$ cat config.mk
export PLATFORM = sky130hd
export DESIGN_NAME = ctrl_seq_mc
export DESIGN_NICKNAME = d
export VERILOG_FILES = /design/src/rtl/ctrl_seq_mc.sv
export SDC_FILE = /design/constraint.sdc
export NUM_CORES = 1
export LEC_CHECK = 0
export ABC_AREA = 1
export BUFFER_PORTS_ARGS = -buffer_cell sky130_fd_sc_hd__buf_2
export CORE_MARGIN = 2
export CORE_UTILIZATION = 49
export CTS_CLUSTER_SIZE = 24
export DETAILED_ROUTE_END_ITERATION = 10
export GPL_ROUTABILITY_DRIVEN = 0
export PLACE_DENSITY = 0.77
export SETUP_SLACK_MARGIN = 0.05
export SYNTH_ARGS = -nofsm -noshare
export SYNTH_HDL_FRONTEND = slang
export SYNTH_SLANG_ARGS = --single-unit
$ cat constraint.sdc
create_clock -name clk -period 1.6 [get_ports clk]
set_input_delay 0.08 -clock clk [delete_from_list [all_inputs] [get_ports clk]]
set_output_delay 0.08 -clock clk [all_outputs]
set_load 0.03 [all_outputs]
$ cat src/rtl/ctrl_seq_mc.sv
// ctrl_seq_mc: URCPU multi-cycle control sequencer stepping FETCH/DECODE/EXECUTE/MEM/WRITE_BACK.
// Define CTRL_TIMEOUT_EN to enable the memory-wait timeout counter and the FAULT state.
module ctrl_seq_mc #(
    parameter int unsigned         OPCODE_W    = 6,
    parameter logic [OPCODE_W-1:0] OP_LOAD     = 6'h23,
    parameter logic [OPCODE_W-1:0] OP_STORE    = 6'h2B,
    parameter logic [OPCODE_W-1:0] OP_BRANCH   = 6'h04,
    parameter logic [OPCODE_W-1:0] OP_HALT     = 6'h3F,
    parameter logic [OPCODE_W-1:0] OP_NOP      = 6'h00,
    parameter int unsigned         TIMEOUT_CYC = 16
) (
    input  logic                clk,
    input  logic                reset_n,
    input  logic                start,
    input  logic [OPCODE_W-1:0] opcode,
    input  logic                mem_ready,
    input  logic                branch_taken,
    output logic                fetch,
    output logic                decode,
    output logic                execute,
    output logic                mem_access,
    output logic                write_back,
    output logic                mem_req,
    output logic                mem_we,
    output logic                ir_load,
    output logic                pc_inc,
    output logic                pc_load,
    output logic                reg_we,
    output logic                retire,
    output logic                halted,
    output logic                fault
);

    typedef enum logic [2:0] {
        StIdle, StFetch, StDecode, StExecute, StMem, StWriteBack, StHalt, StFault
    } state_e;

    typedef enum logic [1:0] {ClsAlu, ClsLoad, ClsStore, ClsBranch} cls_e;

    state_e state_q, state_d;
    cls_e   cls_q, cls_d;

`ifdef CTRL_TIMEOUT_EN
    localparam int unsigned CNT_W = $clog2(TIMEOUT_CYC + 1);
    logic [CNT_W-1:0] cnt_q, cnt_d;
`endif

    always_comb begin
        state_d = state_q;
        cls_d   = cls_q;
        ir_load = 1'b0;
        pc_inc  = 1'b0;
        pc_load = 1'b0;
        retire  = 1'b0;
        case (state_q)
            StIdle: if (start) state_d = StFetch;
            StFetch: begin
                if (mem_ready) begin
                    ir_load = 1'b1;
                    pc_inc  = 1'b1;
                    state_d = StDecode;
                end
            end
            StDecode: begin
                if (opcode == OP_LOAD)        cls_d = ClsLoad;
                else if (opcode == OP_STORE)  cls_d = ClsStore;
                else if (opcode == OP_BRANCH) cls_d = ClsBranch;
                else                          cls_d = ClsAlu;
                if (opcode == OP_NOP) begin
                    retire  = 1'b1;
                    state_d = StFetch;
                end else if (opcode == OP_HALT) begin
                    retire  = 1'b1;
                    state_d = StHalt;
                end else begin
                    state_d = StExecute;
                end
            end
            StExecute: begin
                case (cls_q)
                    ClsBranch: begin
                        pc_load = branch_taken;
                        retire  = 1'b1;
                        state_d = StFetch;
                    end
                    ClsLoad, ClsStore: state_d = StMem;
                    default:           state_d = StWriteBack;
                endcase
            end
            StMem: begin
                if (mem_ready) begin
                    if (cls_q == ClsStore) begin
                        retire  = 1'b1;
                        state_d = StFetch;
                    end else begin
                        state_d = StWriteBack;
                    end
                end
            end
            StWriteBack: begin
                retire  = 1'b1;
                state_d = StFetch;
            end
            StHalt:  if (start) state_d = StFetch;
            StFault: state_d = StFault;
            default: state_d = StIdle;
        endcase

`ifdef CTRL_TIMEOUT_EN
        // A ready cycle never counts as a wait, so mem_ready beats an expiring timeout.
        cnt_d = cnt_q;
        if ((state_q == StFetch || state_q == StMem) && !mem_ready) begin
            cnt_d = cnt_q + 1'b1;
            if (cnt_d == CNT_W'(TIMEOUT_CYC)) state_d = StFault;
        end else if (state_d != state_q) begin
            cnt_d = '0;
        end
`endif
    end

    // Moore outputs are registered from the next state so they line up with state_q.
    always_ff @(posedge clk or negedge reset_n) begin
        if (!reset_n) begin
            state_q    <= StIdle;
            cls_q      <= ClsAlu;
            fetch      <= 1'b0;
            decode     <= 1'b0;
            execute    <= 1'b0;
            mem_access <= 1'b0;
            write_back <= 1'b0;
            mem_req    <= 1'b0;
            mem_we     <= 1'b0;
            reg_we     <= 1'b0;
            halted     <= 1'b0;
`ifdef CTRL_TIMEOUT_EN
            cnt_q      <= '0;
            fault      <= 1'b0;
`endif
        end else begin
            state_q    <= state_d;
            cls_q      <= cls_d;
            fetch      <= (state_d == StFetch);
            decode     <= (state_d == StDecode);
            execute    <= (state_d == StExecute);
            mem_access <= (state_d == StMem);
            write_back <= (state_d == StWriteBack);
            mem_req    <= (state_d == StFetch) || (state_d == StMem);
            mem_we     <= (state_d == StMem) && (cls_d == ClsStore);
            reg_we     <= (state_d == StWriteBack);
            halted     <= (state_d == StHalt);
`ifdef CTRL_TIMEOUT_EN
            cnt_q      <= cnt_d;
            fault      <= (state_d == StFault);
`endif
        end
    end

`ifndef CTRL_TIMEOUT_EN
    assign fault = 1'b0;
`endif

endmodule

### Word-level counts from Yosys, hierarchy flattened

Index checks and enable logic that the tools add are counted.

| storage, ports and cells | value |
|---|---|
| bits in registers | 13 |
| input port bits | 11 |
| output and inout bits | 14 |
| word-level logic and storage cells | 59 |

| cells by class | value |
|---|---|
| equal/unequal tests | 21 |
| multiplexer cells | 22 |
| reductions and logical operators | 6 |

Operator list:

| operator | number |
|---|---|
| 3-bit == test (second input constant) | 7 |
| 3-bit case mux with 7 select lines | 1 |
| 6-bit == test (second input constant) | 3 |
| 3-bit two-way mux | 6 |
| 3-bit by 2-bit == test with 1-bit output (second input constant) | 4 |
| 1-bit two-way mux | 9 |
| 2-bit two-way mux | 4 |
| 2-bit == test (second input constant) | 3 |
| 3-bit by 1-bit == test with 1-bit output (second input constant) | 2 |
| 6-bit by 3-bit == test with 1-bit output (second input constant) | 1 |
| 6-bit logical NOT | 1 |
| 3-bit case mux with 2 select lines | 1 |
| 1-bit case mux with 4 select lines | 1 |
| 2-bit OR reduction | 2 |
| 3-bit logical NOT | 1 |
| 2-bit by 1-bit == test with 1-bit output (second input constant) | 1 |
| 1-bit logical AND | 1 |
| 1-bit logical OR | 1 |

### Logic depth before layout (Yosys ltp)

| depth | value |
|---|---|
| depth after elaboration | 7 |
| mapped depth | 10 |

### Worst setup path before layout

Ideal clock, no wire load.

| timing | value |
|---|---|
| path type | register to output |
| start point | reg state_q[1] |
| end point | out pc_inc |
| data arrival time | 1.686 ns |
| required time | 1.520 ns |
| setup slack | -0.166 ns |
| stages on the path, launching flop included | 5 |
| cell sequence | dfrtp_1 inv_1 nand2_2 nor3b_1 buf_4 |

| between the ends | value |
|---|---|
| longest elaborated chain between the ends | 2 |

RTL lines:

| what | line | RTL |
|---|---|---|
| start: declaration | 40 | `state_e state_q, state_d;` |
| start signal: assignment | 124 | `state_q <= StIdle;` |
| start signal: assignment | 140 | `state_q <= state_d;` |
| 3-bit by 1-bit == test with 1-bit output | - |  |
| 1-bit two-way mux | - |  |
| end: declaration | 26 | `output logic pc_inc,` |

Every way passes these cells.

### Worst setup path after layout

| timing | value |
|---|---|
| start point | reg state_q[0] |
| end point | out retire |

| between the ends | value |
|---|---|
| longest elaborated chain between the ends | 2 |

RTL lines:

| what | line | RTL |
|---|---|---|
| 3-bit == test / 3-bit by 2-bit == test with 1-bit output (equally long branches) | 55 | `case (state_q)` |
| 1-bit case mux with 4 select lines (*) | 55 |  |
| end: declaration | 29 | `output logic retire,` |

Mark *: on every way between the ends. The rest lies on a longest branch, timed or not.

==> flow_metrics.env <==
export IMPL_h_tree_depth=1
export IMPL_cts_num_sinks=13
export IMPL_rows=14
export IMPL_fin_area_mm2=0.00101
export IMPL_fin_cells=152
export IMPL_ys_ff_latch=13
export IMPL_grt_usage=0.193
export IMPL_max_freq_mhz=672
export IMPL_core_area_mm2=0.00156
export IMPL_dp_hpwl_mm=1.32
export IMPL_fillers=147
export IMPL_ant_nets=0
export IMPL_status="finished clean"
export IMPL_syn_to_final_growth_pct=21.3
export IMPL_syn_num_nets=123
export IMPL_critPathRequiredTime_ns=1.52
export IMPL_leakagePower_nw=0.595
export IMPL_grt_max_degree=14
export IMPL_dieArea_mm2=0.00205
export IMPL_startpoint_type="register"
export IMPL_fin_nets=150
export IMPL_setup_slack_ns=0.111
export IMPL_post_place_ws_ns=0.139
export IMPL_ys_top_cells_by_area="dfrtp_1, nand2_1, inv_1, nand3_1, nor2_1"
export IMPL_area_sequential_um2=328
export IMPL_layout_common_cells="nand2_1, buf_2, inv_1"
export IMPL_peakVddDrop_v=0.000966
export IMPL_vias_per_cell=4.92
export IMPL_avgRoutedWirePerCell_um=11.0
export IMPL_remaining_drc_errors=0
export IMPL_end_kind="primary output"
export IMPL_chipHeight_um=45.2
export IMPL_final_core_util=0.648
export IMPL_cts_buffers=3
export IMPL_fin_crit_ns=1.49
export IMPL_worstPathCellList="nor2_1 > nand4_1 > o2111ai_1 > buf_4"
export IMPL_cts_root_buf="clkbuf_4"
export IMPL_dieWidth_um=45.2
export IMPL_ys_types=25
export IMPL_rsz0062_at_grt="true"
export IMPL_vias=748
export IMPL_hold_class="in -> reg"
export IMPL_initial_core_util=0.535
export IMPL_arrival_ns=1.41
export IMPL_finalClockSkew_ns=0.00224
export IMPL_first_pass_iters=5
export IMPL_crit_fanout=6
export IMPL_overflow=0
export IMPL_synthCells=110
export IMPL_worstSetupPathType="reg -> out"
export IMPL_clock_path_buffers=2
export IMPL_grt_pass1_vias=743
export IMPL_multi_input_area_um2=413
export IMPL_cp_slowest_cell="dfrtp_2"
export IMPL_port_buffers=23
export IMPL_clk_pin_slew_worst_paths_ns=0.07
export IMPL_final_layout_size_suffix_gt1_frac=0.368
export IMPL_drt_initial_drc_count=24
export IMPL_dp_cells=146
export IMPL_ys_warnings_count=0
export IMPL_dpl_instance_area_um2=947
export IMPL_routed_wl_mm=1.67
export IMPL_slowest_delay_ns=0.47
export IMPL_yosysTopAreaCellShare=0.390
export IMPL_holdWs_ns=0.145
export IMPL_diodes=0
export IMPL_yosysSeqAreaShare=0.390
export IMPL_power_density_mw_per_mm2=1870
export IMPL_hold_viol_final=0
export IMPL_power_total_mw=1.89
export IMPL_yosys_area_top_type="dfrtp_1"
export IMPL_ios=25
export IMPL_setup_viol=0
export IMPL_clk_latency_ns=0.27
export IMPL_period_share=0.930
export IMPL_antenna_found_initial=0
export IMPL_cts_tree="built"
export IMPL_syn_avg_cell_area_um2=7.58
export IMPL_grt_first_pass_wirelength_mm=2.86
export IMPL_cap_violations=0
export IMPL_drv_slew=0
export IMPL_netlist_area_um2=833
export IMPL_fin_tns_setup_ns=0
## layout make-up
type                    instances  share of cell area
flip-flops and latches         13               0.324
well taps                      16              0.0198
repair buffers                 26               0.141
multi-input cells              72               0.408
inverters                      21              0.0804
clock buffers                   4              0.0260
## critical path: cells and delay by family (launching register included)
family          cells  cell delay (ns)
compound gates      1             0.12
flops               1             0.47
simple gates        2             0.35
buf+inv             1             0.19
## layer usage
layer | up-vias | track usage | part of all wire
met4 | 0 | 0.0765 | 0
met3 | 0 | 0.0600 | 0.057
li1 | 383 | - | -
met5 | - | 0 | 0
met2 | 24 | 0.323 | 0.53
met1 | 341 | 0.228 | 0.42
## Yosys cell counts
| cell type | n |
|---|---|
| nand2_2 | 2 |
| nand4_1 | 1 |
| nor2_4 | 1 |
| inv_4 | 1 |
| nand3_1 | 13 |
| nor3_1 | 1 |
| nand2_4 | 1 |
| o2111ai_1 | 1 |
| nand2_1 | 22 |
| buf_4 | 3 |
| inv_2 | 2 |
| nor3b_1 | 1 |
| inv_1 | 18 |
| nand3_2 | 3 |
| buf_6 | 1 |
| nor3b_4 | 1 |
| ha_1 | 2 |
| dfrtp_1 | 13 |
| nor2_2 | 3 |
| conb_1 | 1 |
| o21bai_2 | 1 |
| or2_2 | 1 |
| nor2_1 | 15 |
| o21ai_1 | 1 |
| nand3b_1 | 1 |
## state kept, by name, indices dropped and copies added, names as in the netlist
signal	count
mem_req	1
state_q	3
cls_q	2
fetch	1
reg_we	1
execute	1
mem_we	1
mem_access	1
decode	1
halted	1
## cell families after synthesis
group                    share of synthesized area
flip-flops                                   0.390
AND/OR/NAND/NOR                              0.407
adder cells (fa/ha/maj)                     0.0300
AO/OA/AOI/OAI                               0.0300
other                                      0.00450
buffers and inverters                        0.138
## final timing paths
| path | end | depth (start not counted) | from | slack [ns] |
|---|---|---|---|---|
| worst min register to register | cls_q[0]$_DFF_PN0_ | 4 | cls_q[0]$_DFF_PN0_ | 0.60 |
| max in group asynchronous | state_q[2]$_DFF_PN0_ | 2 | reset_n | 1.15 |
| worst max-delay path | retire | 4 | state_q[0]$_DFF_PN0_ | 0.11 |
| min in group asynchronous | decode$_DFF_PN0_ | 2 | reset_n | 0.22 |
| worst min-delay path | decode$_DFF_PN0_ | 2 | mem_ready | 0.14 |
| worst max register to register | mem_we$_DFF_PN0_ | 9 | cls_q[0]$_DFF_PN0_ | 0.19 |
## report_power, final
part | switching, mW | internal [mW] | total (mW)
logic | 0.762 | 0.370 | 1.13
clock network | 0.0993 | 0.0967 | 0.196
registers | 0.0993 | 0.463 | 0.562
total | 0.960 | 0.929 | 1.89
## repair_timing
item	CTS	global route
setup buffers	0	1
hold buffers	1	0
endpoints found under the setup margin	0	5
endpoints found under the hold margin	13	0
gates resized for setup	0	8
No activity file was read; power rests on OpenSTA's default activity.
